===== src/rtl/gf2m_mul_arbiter.sv =====
// Round-robin front end for one shared digit-serial GF(2^m) multiplier core.
// Runs one operation at a time: clear the core, stream b MSB digit first, wait for done, return the tagged result.
module gf2m_mul_arbiter #(
  parameter int DIGITAL    = 32,
  parameter int DATA_WIDTH = 163,
  parameter int NDIG       = DATA_WIDTH / DIGITAL + 1,
  parameter int BWIDTH     = NDIG * DIGITAL,
  parameter int TIMEOUT    = 255
) (
  input  logic                  clk,
  input  logic                  rst,
  input  logic                  req0_valid,
  output logic                  req0_ready,
  input  logic [DATA_WIDTH-1:0] req0_a,
  input  logic [DATA_WIDTH-1:0] req0_g,
  input  logic [BWIDTH-1:0]     req0_b,
  input  logic                  req1_valid,
  output logic                  req1_ready,
  input  logic [DATA_WIDTH-1:0] req1_a,
  input  logic [DATA_WIDTH-1:0] req1_g,
  input  logic [BWIDTH-1:0]     req1_b,
  output logic                  resp_valid,
  input  logic                  resp_ready,
  output logic                  resp_id,
  output logic [DATA_WIDTH-1:0] resp_data,
  output logic                  resp_err,
  output logic                  core_rst_n,
  output logic                  core_start,
  output logic [DATA_WIDTH-1:0] core_a,
  output logic [DATA_WIDTH-1:0] core_g,
  output logic [DIGITAL-1:0]    core_b,
  input  logic [DATA_WIDTH-1:0] core_t,
  input  logic                  core_done,
  output logic [2:0]            dbg_state_o
);

  // Handshakes: a transfer happens on a rising clk edge where valid && ready are both high.
  // req*_ready is high only in IDLE and only for the granted requester; resp_valid holds until resp_ready.

  localparam int DCW = $clog2(NDIG + 1);
  localparam int TCW = $clog2(TIMEOUT + 1);

  typedef enum logic [2:0] {
    S_IDLE  = 3'd0,
    S_CLEAR = 3'd1,
    S_FEED  = 3'd2,
    S_WAIT  = 3'd3,
    S_RESP  = 3'd4
  } state_e;

  state_e                state_q, state_d;
  logic [DATA_WIDTH-1:0] a_q, a_d;
  logic [DATA_WIDTH-1:0] g_q, g_d;
  logic [BWIDTH-1:0]     b_q, b_d;
  logic [DATA_WIDTH-1:0] rdata_q, rdata_d;
  logic                  id_q, id_d;
  logic                  prio_q, prio_d;
  logic                  rerr_q, rerr_d;
  logic                  crst_n_q, crst_n_d;
  logic [DCW-1:0]        dig_q, dig_d;
  logic [TCW-1:0]        to_q, to_d;

  logic gnt_valid;
  logic gnt_id;
  logic last_digit;
  logic timed_out;

  // Priority pointer only matters when both requesters are valid.
  always_comb begin
    gnt_valid = req0_valid | req1_valid;
    gnt_id    = 1'b0;
    if (req0_valid && req1_valid) begin
      gnt_id = prio_q;
    end else if (req1_valid) begin
      gnt_id = 1'b1;
    end
  end

  assign last_digit = (dig_q == DCW'(NDIG - 1));
  assign timed_out  = (to_q == TCW'(TIMEOUT - 1));

  always_ff @(posedge clk) begin
    if (rst) begin
      state_q <= S_IDLE;
    end else begin
      state_q <= state_d;
    end
  end

  always_comb begin
    state_d = state_q;
    case (state_q)
      S_IDLE:  if (gnt_valid) state_d = S_CLEAR;
      S_CLEAR: state_d = S_FEED;
      S_FEED:  if (last_digit) state_d = S_WAIT;
      S_WAIT:  if (core_done || timed_out) state_d = S_RESP;
      S_RESP:  if (resp_ready) state_d = S_IDLE;
      default: state_d = S_IDLE;
    endcase
  end

  always_comb begin
    req0_ready = 1'b0;
    req1_ready = 1'b0;
    core_start = 1'b0;
    core_b     = '0;
    resp_valid = 1'b0;
    core_a     = (state_q != S_IDLE) ? a_q : '0;
    core_g     = (state_q != S_IDLE) ? g_q : '0;
    case (state_q)
      S_IDLE: begin
        req0_ready = !rst && gnt_valid && !gnt_id;
        req1_ready = !rst && gnt_valid && gnt_id;
      end
      S_FEED: begin
        core_start = (dig_q == '0);
        core_b     = b_q[BWIDTH-1 -: DIGITAL];
      end
      S_RESP:  resp_valid = 1'b1;
      default: ;
    endcase
  end

  always_comb begin
    a_d     = a_q;
    g_d     = g_q;
    b_d     = b_q;
    id_d    = id_q;
    prio_d  = prio_q;
    dig_d   = dig_q;
    to_d    = to_q;
    rdata_d = rdata_q;
    rerr_d  = rerr_q;
    case (state_q)
      S_IDLE: begin
        if (gnt_valid) begin
          a_d   = gnt_id ? req1_a : req0_a;
          g_d   = gnt_id ? req1_g : req0_g;
          b_d   = gnt_id ? req1_b : req0_b;
          id_d  = gnt_id;
          dig_d = '0;
          to_d  = '0;
        end
      end
      S_FEED: begin
        // Shifting after each digit puts digit k at the top on FEED cycle k.
        b_d   = b_q << DIGITAL;
        dig_d = dig_q + DCW'(1);
        to_d  = '0;
      end
      S_WAIT: begin
        to_d = to_q + TCW'(1);
        if (core_done) begin
          rdata_d = core_t;
          rerr_d  = 1'b0;
        end else if (timed_out) begin
          rdata_d = '0;
          rerr_d  = 1'b1;
        end
      end
      S_RESP: begin
        if (resp_ready) prio_d = ~id_q;
      end
      default: ;
    endcase
  end

  // Core reset is registered so it is glitch-free; low for exactly the CLEAR cycle.
  assign crst_n_d = (state_d != S_CLEAR);

  always_ff @(posedge clk) begin
    if (rst) begin
      a_q      <= '0;
      g_q      <= '0;
      b_q      <= '0;
      id_q     <= 1'b0;
      prio_q   <= 1'b0;
      dig_q    <= '0;
      to_q     <= '0;
      rdata_q  <= '0;
      rerr_q   <= 1'b0;
      crst_n_q <= 1'b0;
    end else begin
      a_q      <= a_d;
      g_q      <= g_d;
      b_q      <= b_d;
      id_q     <= id_d;
      prio_q   <= prio_d;
      dig_q    <= dig_d;
      to_q     <= to_d;
      rdata_q  <= rdata_d;
      rerr_q   <= rerr_d;
      crst_n_q <= crst_n_d;
    end
  end

  assign resp_id     = id_q;
  assign resp_data   = rdata_q;
  assign resp_err    = rerr_q;
  assign core_rst_n  = crst_n_q;
  assign dbg_state_o = state_q;

endmodule


===== config.mk =====
export PLATFORM = sky130hd
export DESIGN_NAME = gf2m_mul_arbiter
export DESIGN_NICKNAME = d
export VERILOG_FILES = /design/src/rtl/gf2m_mul_arbiter.sv
export SDC_FILE = /design/constraint.sdc
export NUM_CORES = 2
export LEC_CHECK = 0
export ABC_AREA = 1
export CORE_AREA = 4 4 673 675
export DETAILED_ROUTE_END_ITERATION = 8
export DIE_AREA = 0 0 677 679
export PLACE_DENSITY = 0.3
export SLEW_MARGIN = 20
export SYNTH_ARGS = -nofsm -noshare
export SYNTH_HDL_FRONTEND = slang
export SYNTH_SLANG_ARGS = --single-unit

===== constraint.sdc =====
create_clock -name clk -period 4.2 [get_ports clk]
set_input_delay 0.42 -clock clk [delete_from_list [all_inputs] [get_ports clk]]
set_output_delay 0.42 -clock clk [all_outputs]
set_load 0.02 [all_outputs]

==> flow_metrics.env <==
export IMPL_status="finished, final reports clean"
export IMPL_crit_path_end_kind="output port"
export IMPL_die_area_mm2=0.460
export IMPL_yosysMostFrequentCell="nand2_1"
export IMPL_grt_setup_unrepaired="false"
export IMPL_gp_congestion=0.894
export IMPL_synth_seq_cells=699
export IMPL_slew_viol_final=0
export IMPL_synth_top_area_share=0.388
export IMPL_finalCritPeriodShare=0.897
export IMPL_nFillCells=52200
export IMPL_clk_pin_slew_ns=0.06
export IMPL_viasPerCell=3.45
export IMPL_cts_sinks=699
export IMPL_syn_area_mm2=0.0361
export IMPL_grt_ovfl_total=0
export IMPL_wl_per_cell_um=28.3
export IMPL_slew_headroom=0.329
export IMPL_ir_drop_v=0.000324
export IMPL_utilization=0.144
export IMPL_grt_max_degree=137
export IMPL_yosysTopAreaCell="dfxtp_1"
export IMPL_cp_arrival_ns=3.35
export IMPL_port_buffers=1735
export IMPL_core_area_mm2=0.448
export IMPL_cp_required_ns=3.78
export IMPL_drt_iter0_drc=3998
export IMPL_regArea_mm2=0.0140
export IMPL_fmax_ghz=0.265
export IMPL_cp_common_cell="buf_4"
export IMPL_wirelength_mm=382
export IMPL_syn_avg_cell_area_um2=6.13
export IMPL_start_util=0.0806
export IMPL_p_leak_nw=24.3
export IMPL_ys_types=23
export IMPL_synthTopCellsByArea="dfxtp_1, nand2_1, nor2_1"
export IMPL_final_nets=8618
export IMPL_setup_tns_ns=0
export IMPL_ctsLongestPathBuffers=4
export IMPL_ys_async_sr_fraction=0
export IMPL_worst_path_buf_inv=4
export IMPL_cts_htree_levels=3
export IMPL_grt_pass1_wl_mm=481
export IMPL_ys_top_cells_by_count="nand2_1, nor2_1, dfxtp_1, a21oi_1, inv_1"
export IMPL_cp_top_family="buffers and inverters"
export IMPL_multiInputGateArea_mm2=0.0181
export IMPL_finalNonFillerCells=13500
export IMPL_root_buffer="clkbuf_16"
export IMPL_hold_violations=0
export IMPL_cp_slowest_cell="buf_4"
export IMPL_path_cells="inv_2 > nand3_4 > buf_4 > buf_4 > nor2_1 > clkdlybuf4s50_1"
export IMPL_clock_latency_ns=0.91
export IMPL_cp_start_kind="flop"
export IMPL_drc_errors=0
export IMPL_cts_buffers=110
export IMPL_clock_skew_ns=0.101
export IMPL_ys_warn_count=0
export IMPL_firstDrtPassIters=6
export IMPL_netlist_instances=5885
export IMPL_drv_cap=0
export IMPL_critPathMaxStageDelay_ns=0.63
export IMPL_postRouteAntennaNets=0
export IMPL_place_hpwl_mm=316
export IMPL_grt_util_all_layers=0.158
export IMPL_hold_class="in -> reg"
export IMPL_cts_setup_buffers=0
export IMPL_die_w_um=677
export IMPL_setup_violations=0
export IMPL_synth_edf_count=0
export IMPL_ys_flop_type="dfxtp_1"
export IMPL_syn_nets=7095
export IMPL_holdWs_ns=0.127
export IMPL_ios=1736
export IMPL_fp_row_count=246
export IMPL_worst_pin_slew_ns=1.01
export IMPL_die_h_um=679
export IMPL_dp_cells=13200
export IMPL_yosysSeqAreaShare=0.388
export IMPL_antenna_found_initial=297
export IMPL_drive_gt1_frac=0.0417
export IMPL_p_per_area_mw_per_mm2=398
export IMPL_cts_tree="done"
export IMPL_crit_fanout=50
export IMPL_grt_pass1_vias=45100
export IMPL_syn_to_final_growth_pct=78.8
export IMPL_worstSetupPathType="reg -> out"
export IMPL_fin_crit_ns=3.77
export IMPL_num_vias=46700
[cell usage in the layout, fill, tap and decap left out, types with 110 or more instances in the layout]
| cell type | netlist | layout |
|---|---|---|
| nand2_1 | 1497 | 1492 |
| clkdlybuf4s50_1 | 0 | 1731 |
| clkbuf_16 | 0 | 110 |
| inv_1 | 540 | 540 |
| a21oi_1 | 664 | 664 |
| o21ai_0 | 362 | 362 |
| nand3_1 | 305 | 304 |
| dfxtp_1 | 699 | 699 |
| nor2_1 | 1176 | 1175 |
| nand3b_1 | 161 | 161 |
[registers in the layout (all words and copies together), names as in the netlist, 3 cells and up]
| register | count |
|---|---|
| resp_data | 163 |
| to_q | 8 |
| dig_q | 3 |
| dbg_state_o | 3 |
| b_q | 192 |
| g_q | 163 |
| a_q | 163 |
[final timing paths]
kind / from / end / slack, ns / depth (start not counted)
max reg2reg: dbg_state_o[1] / g_q[100] / 1.32 / 8
max: dbg_state_o[0] / core_b[19] / 0.43 / 6
min: req1_g[59] / g_q[59] / 0.13 / 3
min reg2reg: b_q[9] / b_q[9] / 0.45 / 2
[cell type report]
| type | instances | area share |
|---|---|---|
| Antenna cell | 92 | 0.00357 |
| Clock buffer | 162 | 0.0493 |
| Clock inverter | 32 | 0.00792 |
| Inverter | 547 | 0.0323 |
| Multi-Input combinational cell | 4180 | 0.281 |
| Sequential cell | 699 | 0.217 |
| Tap cell | 5952 | 0.115 |
| Timing Repair Buffer | 1870 | 0.294 |
[stage by stage]
stage | area (µm²) | power [mW] | setup WS, ns
after floorplan | 36100 | 11.4 | 2.16
after global placement | 60400 | 16.0 | 0.771
after detailed placement | 60400 | 15.9 | 0.842
after CTS | 64300 | 26.2 | 0.247
after global routing | 64400 | 26.9 | 0.225
final | 64500 | 25.7 | 0.431
[timing repair]
item	in CTS	in global routing
resized for setup	2	0
endpoints found under the setup margin	1	0
hold buffers	12	0
endpoints found under the hold margin	41	0
[worst register-to-register path: cells and delay by family (launching register included)]
family | cells | cell delay (ns)
flops | 1 | 0.38
buf+inv | 3 | 1.14
compound gates | 2 | 0.78
simple gates | 3 | 0.49
[where the power goes]
part / internal [mW] / switching [mW]
Combinational: 2.88 / 4.93
Sequential: 7.46 / 0.489
Clock: 5.84 / 4.08
[per-layer routing]
| metal | part of all wire | GRT usage | up-vias |
|---|---|---|---|
| li1 | - | - | 21500 |
| met1 | 0.43 | 0.202 | 22300 |
| met2 | 0.45 | 0.253 | 2209 |
| met3 | 0.092 | 0.0551 | 573 |
| met4 | 0.022 | 0.0359 | 98 |
| met5 | 0.0016 | 0 | - |
[cells by family (layout without fill, tap and decap cells)]
family / count (synthesis) / in the layout / synth area share
other: 0 / 92 / 0
buffers and inverters: 1006 / 2611 / 0.111
adder cells (fa/ha/maj): 5 / 5 / 0.00173
flip-flops: 699 / 699 / 0.388
AO/OA/AOI/OAI: 1029 / 1029 / 0.143
AND/OR/NAND/NOR: 3146 / 3146 / 0.356
(Power assumes the default switching activity.)
